### src/rtl/pipe_pkg.sv
// Shared definitions for the 5-stage MIPS pipeline control logic:
// controller FSM encoding and control-field bit positions of the pipeline buffers.
package pipe_pkg;

  typedef enum logic [1:0] {
    ST_RUN  = 2'd0,
    ST_WAIT = 2'd1,
    ST_ERR  = 2'd2
  } state_e;

  // M field of ID/EX and EX/MEM
  localparam int M_BRANCH = 2;
  localparam int M_MEMRD  = 1;
  localparam int M_MEMWR  = 0;

  // WB field of ID/EX, EX/MEM and MEM/WB
  localparam int WB_REGWRITE = 1;
  localparam int WB_MEMTOREG = 0;

endpackage

### src/rtl/hazard_ld_use.sv
// Load-use comparator: the load in ID/EX writes a register that the
// instruction in IF/ID reads. Register 0 is never a real dependency.
module hazard_ld_use (
  input  logic       idex_memread_i,
  input  logic [4:0] idex_rt_i,
  input  logic [4:0] ifid_rs_i,
  input  logic [4:0] ifid_rt_i,
  output logic       hazard_o
);

  assign hazard_o = idex_memread_i && (idex_rt_i != 5'd0) &&
                    ((idex_rt_i == ifid_rs_i) || (idex_rt_i == ifid_rt_i));

endmodule

### src/rtl/pipe_hazard_ctrl.sv
// Central pipeline controller: freezes on data-memory wait states, flushes on
// branches taken in MEM, stalls on load-use, with a wait watchdog and stall counter.
module pipe_hazard_ctrl
  import pipe_pkg::*;
#(
  parameter int MAX_WAIT = 15,
  parameter int CNT_W    = 16
) (
  input  logic             clk,
  input  logic             rst,
  input  logic [4:0]       ifid_rs,
  input  logic [4:0]       ifid_rt,
  input  logic             idex_memread,
  input  logic [4:0]       idex_rt,
  input  logic [2:0]       exmem_m,
  input  logic             exmem_zf,
  input  logic             mem_ready,
  output logic             pc_write,
  output logic             pc_src,
  output logic             ifid_write,
  output logic             ifid_flush,
  output logic             idex_bubble,
  output logic             exmem_write,
  output logic             exmem_flush,
  output logic             memwb_bubble,
  output logic             mem_timeout,
  output logic [CNT_W-1:0] stall_cnt,
  output state_e           state_dbg
);

  localparam int WC_RAW = $clog2(MAX_WAIT + 1);
  localparam int WC_W   = (WC_RAW < 4) ? 4 : WC_RAW;
  localparam logic [WC_W-1:0] WAIT_MAX = WC_W'(MAX_WAIT);

  state_e           state_q, state_d;
  logic [WC_W-1:0]  wait_cnt_q, wait_cnt_d;
  logic [CNT_W-1:0] stall_cnt_q, stall_cnt_d;
  logic             mem_timeout_q, mem_timeout_d;

  logic mem_acc, freeze, branch_taken, ld_use_hz, load_use;

  // mem_ready qualifies the EX/MEM access: a pending access completes in the
  // cycle mem_ready is high; until then the whole pipeline holds.
  assign mem_acc      = exmem_m[M_MEMRD] | exmem_m[M_MEMWR];
  assign freeze       = mem_acc & ~mem_ready;
  assign branch_taken = exmem_m[M_BRANCH] & exmem_zf & ~freeze;
  assign load_use     = ld_use_hz & ~freeze & ~branch_taken;

  hazard_ld_use u_ld_use (
    .idex_memread_i (idex_memread),
    .idex_rt_i      (idex_rt),
    .ifid_rs_i      (ifid_rs),
    .ifid_rt_i      (ifid_rt),
    .hazard_o       (ld_use_hz)
  );

  always_ff @(posedge clk) begin
    if (rst) begin
      state_q       <= ST_RUN;
      wait_cnt_q    <= '0;
      stall_cnt_q   <= '0;
      mem_timeout_q <= 1'b0;
    end else begin
      state_q       <= state_d;
      wait_cnt_q    <= wait_cnt_d;
      stall_cnt_q   <= stall_cnt_d;
      mem_timeout_q <= mem_timeout_d;
    end
  end

  always_comb begin
    state_d    = state_q;
    wait_cnt_d = wait_cnt_q;
    case (state_q)
      ST_RUN: begin
        wait_cnt_d = '0;
        if (freeze) begin
          state_d    = ST_WAIT;
          wait_cnt_d = WC_W'(1);
        end
      end
      ST_WAIT: begin
        if (mem_ready) begin
          state_d    = ST_RUN;
          wait_cnt_d = '0;
        end else if (wait_cnt_q == WAIT_MAX) begin
          state_d = ST_ERR;
        end else if (freeze) begin
          wait_cnt_d = wait_cnt_q + WC_W'(1);
        end
      end
      ST_ERR: begin
        if (mem_ready) begin
          state_d    = ST_RUN;
          wait_cnt_d = '0;
        end
      end
      default: begin
        state_d    = ST_RUN;
        wait_cnt_d = '0;
      end
    endcase

    mem_timeout_d = mem_timeout_q | (state_d == ST_ERR);

    stall_cnt_d = stall_cnt_q;
    if ((freeze || load_use) && (stall_cnt_q != {CNT_W{1'b1}}))
      stall_cnt_d = stall_cnt_q + CNT_W'(1);
  end

  always_comb begin
    pc_write     = 1'b1;
    pc_src       = 1'b0;
    ifid_write   = 1'b1;
    ifid_flush   = 1'b0;
    idex_bubble  = 1'b0;
    exmem_write  = 1'b1;
    exmem_flush  = 1'b0;
    memwb_bubble = 1'b0;
    if (rst) begin
      // fill every buffer with NOPs while reset is held
      pc_write     = 1'b0;
      ifid_write   = 1'b0;
      ifid_flush   = 1'b1;
      idex_bubble  = 1'b1;
      exmem_flush  = 1'b1;
      memwb_bubble = 1'b1;
    end else if (freeze) begin
      pc_write     = 1'b0;
      ifid_write   = 1'b0;
      exmem_write  = 1'b0;
      memwb_bubble = 1'b1;
    end else if (branch_taken) begin
      pc_src      = 1'b1;
      ifid_flush  = 1'b1;
      idex_bubble = 1'b1;
      exmem_flush = 1'b1;
    end else if (load_use) begin
      pc_write    = 1'b0;
      ifid_write  = 1'b0;
      idex_bubble = 1'b1;
    end
  end

  assign mem_timeout = mem_timeout_q;
  assign stall_cnt   = stall_cnt_q;
  assign state_dbg   = state_q;

endmodule
### config.mk
export PLATFORM = sky130hd
export DESIGN_NAME = pipe_hazard_ctrl
export DESIGN_NICKNAME = d
export VERILOG_FILES = /design/src/rtl/pipe_pkg.sv /design/src/rtl/hazard_ld_use.sv /design/src/rtl/pipe_hazard_ctrl.sv
export SDC_FILE = /design/constraint.sdc
export NUM_CORES = 1
export LEC_CHECK = 0
export ABC_AREA = 1
export BUFFER_PORTS_ARGS = -buffer_cell sky130_fd_sc_hd__buf_2
export CAP_MARGIN = 0
export CELL_PAD_IN_SITES_DETAIL_PLACEMENT = 0
export CELL_PAD_IN_SITES_GLOBAL_PLACEMENT = 2
export CORE_MARGIN = 8
export CORE_UTILIZATION = 27
export CTS_CLUSTER_SIZE = 14
export DETAILED_ROUTE_END_ITERATION = 8
export GPL_TIMING_DRIVEN = 0
export PLACE_DENSITY_LB_ADDON = 0.1
export REMOVE_ABC_BUFFERS = 1
export SLEW_MARGIN = 20
export SYNTH_ARGS = -nofsm -noshare
export SYNTH_HDL_FRONTEND = slang
export SYNTH_SLANG_ARGS = --single-unit
### constraint.sdc
create_clock -name clk -period 2.99 [get_ports clk]
set_clock_uncertainty 0.1 [all_clocks]
set_input_delay 0.299 -clock clk [delete_from_list [all_inputs] [get_ports clk]]
set_output_delay 0.299 -clock clk [all_outputs]
set_load 0.02 [all_outputs]
# [Word-level counts from Yosys, hierarchy flattened]
# Cells that the tools add are included.
[word_totals] input_bits=23 output_inout_bits=27 ff_bits=23
[op_classes] muxes=27 n_reduce_logical=8 addsub=2 bitwise_logic=10 n_eq_ne=10
[ops] operator="2-to-1 mux 1 bit" count=17
[ops] operator="adder 16 x 1 -> 16 bit (second input constant)" count=1
[ops] operator="2-to-1 mux 4 bit" count=4
[ops] operator="inequality test 16 bit (second input constant)" count=1
[ops] operator="case mux 4 bit (3 select lines)" count=1
[ops] operator="== test 5 bit" count=2
[ops] operator="2-to-1 mux 2 bit" count=4
[ops] operator="inequality test 3 bit (second input constant)" count=2
[ops] operator="case mux 2 bit (3 select lines)" count=1
[ops] operator="AND 1 bit" count=5
[ops] operator="nonzero test 5 bit" count=1
[ops] operator="adder 4 x 1 -> 4 bit (second input constant)" count=1
[ops] operator="== test 2 bit (second input constant)" count=2
[ops] operator="== test 4 bit (second input constant)" count=1
[ops] operator="logical AND 1 bit" count=3
[ops] operator="inverter 1 bit" count=3
[ops] operator="AND reduction 3 bit" count=1
[ops] operator="== test 2 x 1 -> 1 bit (second input constant)" count=1
[ops] operator="logical NOT 2 bit" count=1
[ops] operator="logical OR 1 bit" count=2
[ops] operator="inequality test 2 bit (second input constant)" count=1
[ops] operator="OR 1 bit" count=2

# [Longest topological paths before layout]
[depth] ltp_word=10 ltp_mapped=13 ltp_nobuf=12

# [Cells and area by module]
# A second synthesis with hierarchy kept.
[unflattened] cells_unflattened=258 area_unflattened_um2=1574.0
[modules_own_cells] module="pipe_hazard_ctrl" area_each_um2=1378.8 seq_area_each_um2=460.4 cells_per_inst=213 n_inst=1
[modules_own_cells] module="hazard_ld_use" area_each_um2=195.2 seq_area_each_um2=0.0 cells_per_inst=45 n_inst=1

# [Least setup slack after synthesis]
# OpenSTA, ideal clock, no wires.
[synth_timing] kind="reg-to-reg" from="reg stall_cnt_q[0], in the netlist stall_cnt[0]" to="reg stall_cnt_q[15], in the netlist stall_cnt[15]" n_path_buf=0 arrival_ns=1.607 path_slack_ns=1.168 setup_time_ns=0.115 t_required_ns=2.775 path_stages_with_launch=11 path_cell_list="dfxtp_1 -> ha_1 -> nand2_1 -> inv_2 -> nand2_1 -> nor2_2 -> nand4_4 -> nand2_1 -> nor3_1 -> a21oi_1 -> nor2_1"
[synth_via] elab_chain_len=2 elab_cells_between_ends=3 classes_between="add/sub (1); eq/ne (1); reduce/logical (1)"
[synth_rtl] element="start, declared" line="pipe_hazard_ctrl.sv:37" rtl="logic [CNT_W-1:0] stall_cnt_q, stall_cnt_d;"
[synth_rtl] element="start signal, assigned" line="pipe_hazard_ctrl.sv:66" rtl="stall_cnt_q <= stall_cnt_d;"
[synth_rtl] element="branches (longest 2 deep; another with adder 16 x 1 -> 16 bit)"
# Several ways; the timed one is not identified.
# A chain may end at the register's enable or synchronous reset.

# [Worst setup path after layout]
[layout_timing] from="reg stall_cnt_q[0], in the netlist stall_cnt[0]" to="reg stall_cnt_q[13], in the netlist stall_cnt[13]"
# The elaborated chain is that of the path after synthesis.

==> impl_metrics.py <==
metrics = {
    "timing": {
        "slew_headroom": 0.486,
        "worstMarginPinSlew_ns": 0.771,
        "min_period_ns": 1.90,
        "layout_worst_path_cycle_share": 0.635,
        "setup_tns_ns": 0,
        "finalSetupViolCount": 0,
        "finalHoldViolCount": 0,
        "rsz0062_at_grt": "no",
        "finalMaxSlewViolations": 0,
        "fmax_mhz": 527,
    },
    "cells_and_area": {
        "diodes": 0,
        "multi_input_area_um2": 891,
        "layout_commonest_cell": "nand2_1",
        "nets": 320,
        "fill_cells": 655,
        "syn_to_final_growth_pct": 21.1,
        "finalNonFillerCells": 366,
        "drive_gt1_frac": 0.224,
        "seqCellArea_um2": 460,
        "mostFrequentLayoutCells": "72 x nand2_1, 49 x buf_2, 45 x nor2_1",
    },
    "floorplanning": {
        "die_y_um": 91.2,
        "core_um2": 5470,
        "rows": 27,
        "initial_utilization": 0.279,
        "die_x_um": 91.2,
        "dieArea_um2": 8320,
        "io_pins": 50,
    },
    "route": {
        "via_per_inst": 4.34,
        "wl_per_cell_um": 11.1,
        "vias": 1588,
        "drt_wl_total_um": 4060,
        "drc": 0,
        "antenna_left": 0,
        "first_pass_iters": 4,
        "drt_iter0_drc": 70,
    },
    "critical_path": {
        "arrival_ns": 2.01,
        "reg2reg_from": "stall_cnt[0]",
        "crit_path_end_kind": "flip-flop",
        "criticalPathCategory": "flip-flop to flip-flop",
        "worst_path_max_delay_cell": "dfxtp_1",
        "critical-path-max-stage-delay_ns": 0.42,
        "rr_worst_depth": 11,
        "crit_path_frequent_cell": "nand2_1",
        "cp-start-kind": "flip-flop",
        "cp_cell_sequence": "ha_1, nand2_1, inv_2, nand2_1, nor2_2, nand4_4, nand2_1, nor2_1, nand3_1, nand2_1, nor2_1",
        "timing.rr.end": "stall_cnt[13]",
        "cp_max_fo": 10,
        "rrSetupSlack_ns": 1.09,
        "cp.required_ns": 3.10,
    },
    "min_path": {
        "min_to": "state_dbg[0]",
        "hold_start": "rst",
        "hold_class": "input port to flip-flop",
        "whs_path_depth": 2,
    },
    "placed_design": {
        "place.gp.congestion": 0.668,
        "hpwlAfterDp_um": 3190,
        "portBuffers": 49,
        "place_inst": 362,
    },
    "pwr": {
        "p_per_area_nw_per_um2": 352,
        "leakagePower_nw": 0.963,
        "ir_drop_mv": 0.139,
    },
    "cts": {
        "path_clk_slew_ns": 0.09,
        "clock-sinks": 23,
        "root_buffer": "clkbuf_8",
        "cts_tree": "built",
        "cts_buffer_depth": 2,
        "clock_latency_ns": 0.27,
        "htree_num_levels": 1,
        "cts_hold_buf": 0,
        "cts_resized": 0,
        "postCtsSetupRepairBufs": 0,
        "cts_buffers": 3,
    },
    "synthesis": {
        "ys_warn_count": 0,
        "mappedNetlistArea_um2": 1530,
        "synthesis.instances": 250,
        "synth_cell_types": 28,
        "yosysSeqAreaShare": 0.302,
        "synth_area_per_cell_um2": 6.11,
        "ys_ff_latch": 23,
    },
    "global_route": {
        "antenna_found_initial": 0,
        "grt_pass1_wl_um": 6970,
        "grt_overflow": 0,
        "grt_pass1_vias": 1564,
        "grt_max_degree": 30,
        "grt_use_total": 0.0996,
    },
    "status": {
        "status": "finished clean",
    },
    "flow_run": {
        "drv_cap": 0,
    },
}
cells in the mapped netlist:
cell type	instances	area, µm²
ha_1	2	25.0
o21ai_0	3	15.0
nand2_1	72	270
buf_2	2	10.0
nand4_4	1	21.3
clkbuf_1	3	11.3
nand2_2	1	6.26
inv_1	29	109
a31oi_1	1	6.26
xor2_1	3	26.3
nor2_1	45	169
and2_1	1	6.26
nand4_1	3	18.8
xnor2_1	2	17.5
dfxtp_1	23	460
inv_2	2	7.51
a211oi_1	1	7.51
a21oi_2	2	17.5
nor3b_2	1	12.5
buf_4	2	15.0
nor3_1	2	10.0
nor2_2	2	12.5
a21oi_1	17	85.1
buf_6	2	22.5
nand3_1	22	110
a31o_2	1	8.76
nand3b_1	2	15.0
nand3_2	3	30.0
cell type report:
class                      count  share of cell area
inverter                      31              0.0629
timing repair buffer          49               0.133
sequential                    23               0.249
clock inverter                 1             0.00271
multi-input combinational    187               0.482
tap                           72              0.0487
clock buffer                   3              0.0223
flip-flops by register name (all words and copies together) (netlist names):
| signal | count |
|---|---|
| state_dbg | 2 |
| mem_timeout | 1 |
| stall_cnt | 16 |
| wait_cnt_q | 4 |
how the worst max path moves through the flow:
| stage | from | depth (start not counted) | end | slack, ns |
|---|---|---|---|---|
| detailed placement | exmem_m[1] | 11 | stall_cnt[7] | 1.00 |
| finish | stall_cnt[0] | 11 | stall_cnt[13] | 1.09 |
| CTS | stall_cnt[0] | 11 | stall_cnt[11] | 1.06 |
| floorplan | stall_cnt[0] | 10 | stall_cnt[15] | 1.17 |
| global placement | exmem_m[1] | 11 | stall_cnt[7] | 1.02 |
| global route | stall_cnt[0] | 11 | stall_cnt[11] | 0.85 |
critical path: cells and delay by family, from the launching register on:
kind                     cells  cell delay (ns)
AND/OR/NAND/NOR              9             1.01
flip-flops                   1             0.42
adder cells (fa/ha/maj)      1             0.22
buffers and inverters        1             0.09
cell families (layout without fill, tap and decap cells):
group,after synthesis,after routing,share of synthesized area
xor+xnor,5,5,0.0287
simple gates,155,155,0.447
compound gates,25,25,0.0918
buf+inv,40,84,0.115
fa+ha+maj,2,2,0.0164
flops,23,23,0.302
layer usage:
metal	vias to the layer above	track usage	wire length, µm
met5	-	0	0
met3	2	0.0296	180
li1	875	-	-
met1	679	0.123	2010
met2	32	0.163	1850
met4	0	0.0286	23
where the power goes:
part / internal, mW / switching, mW / leakage, nW
clock: 0.0933 / 0.113 / 0.0255
sequential: 0.314 / 0.00882 / 0.187
combinational: 0.0448 / 0.0766 / 0.751
stage by stage:
step           power, mW  cell area, µm²  utilization  worst slack [ns]  hold slack [ns]
2_1_floorplan      0.405            1470            -              1.17            0.268
3_3_place_gp       0.454            1800        0.329              1.02            0.341
3_5_place_dp       0.453            1800        0.329              1.00            0.344
4_1_cts            0.663            1850        0.338              1.06            0.209
5_1_grt            0.692            1850        0.338             0.851            0.207
6_report           0.651            1850        0.338              1.09            0.207
No activity file was read; power rests on OpenSTA's default activity.
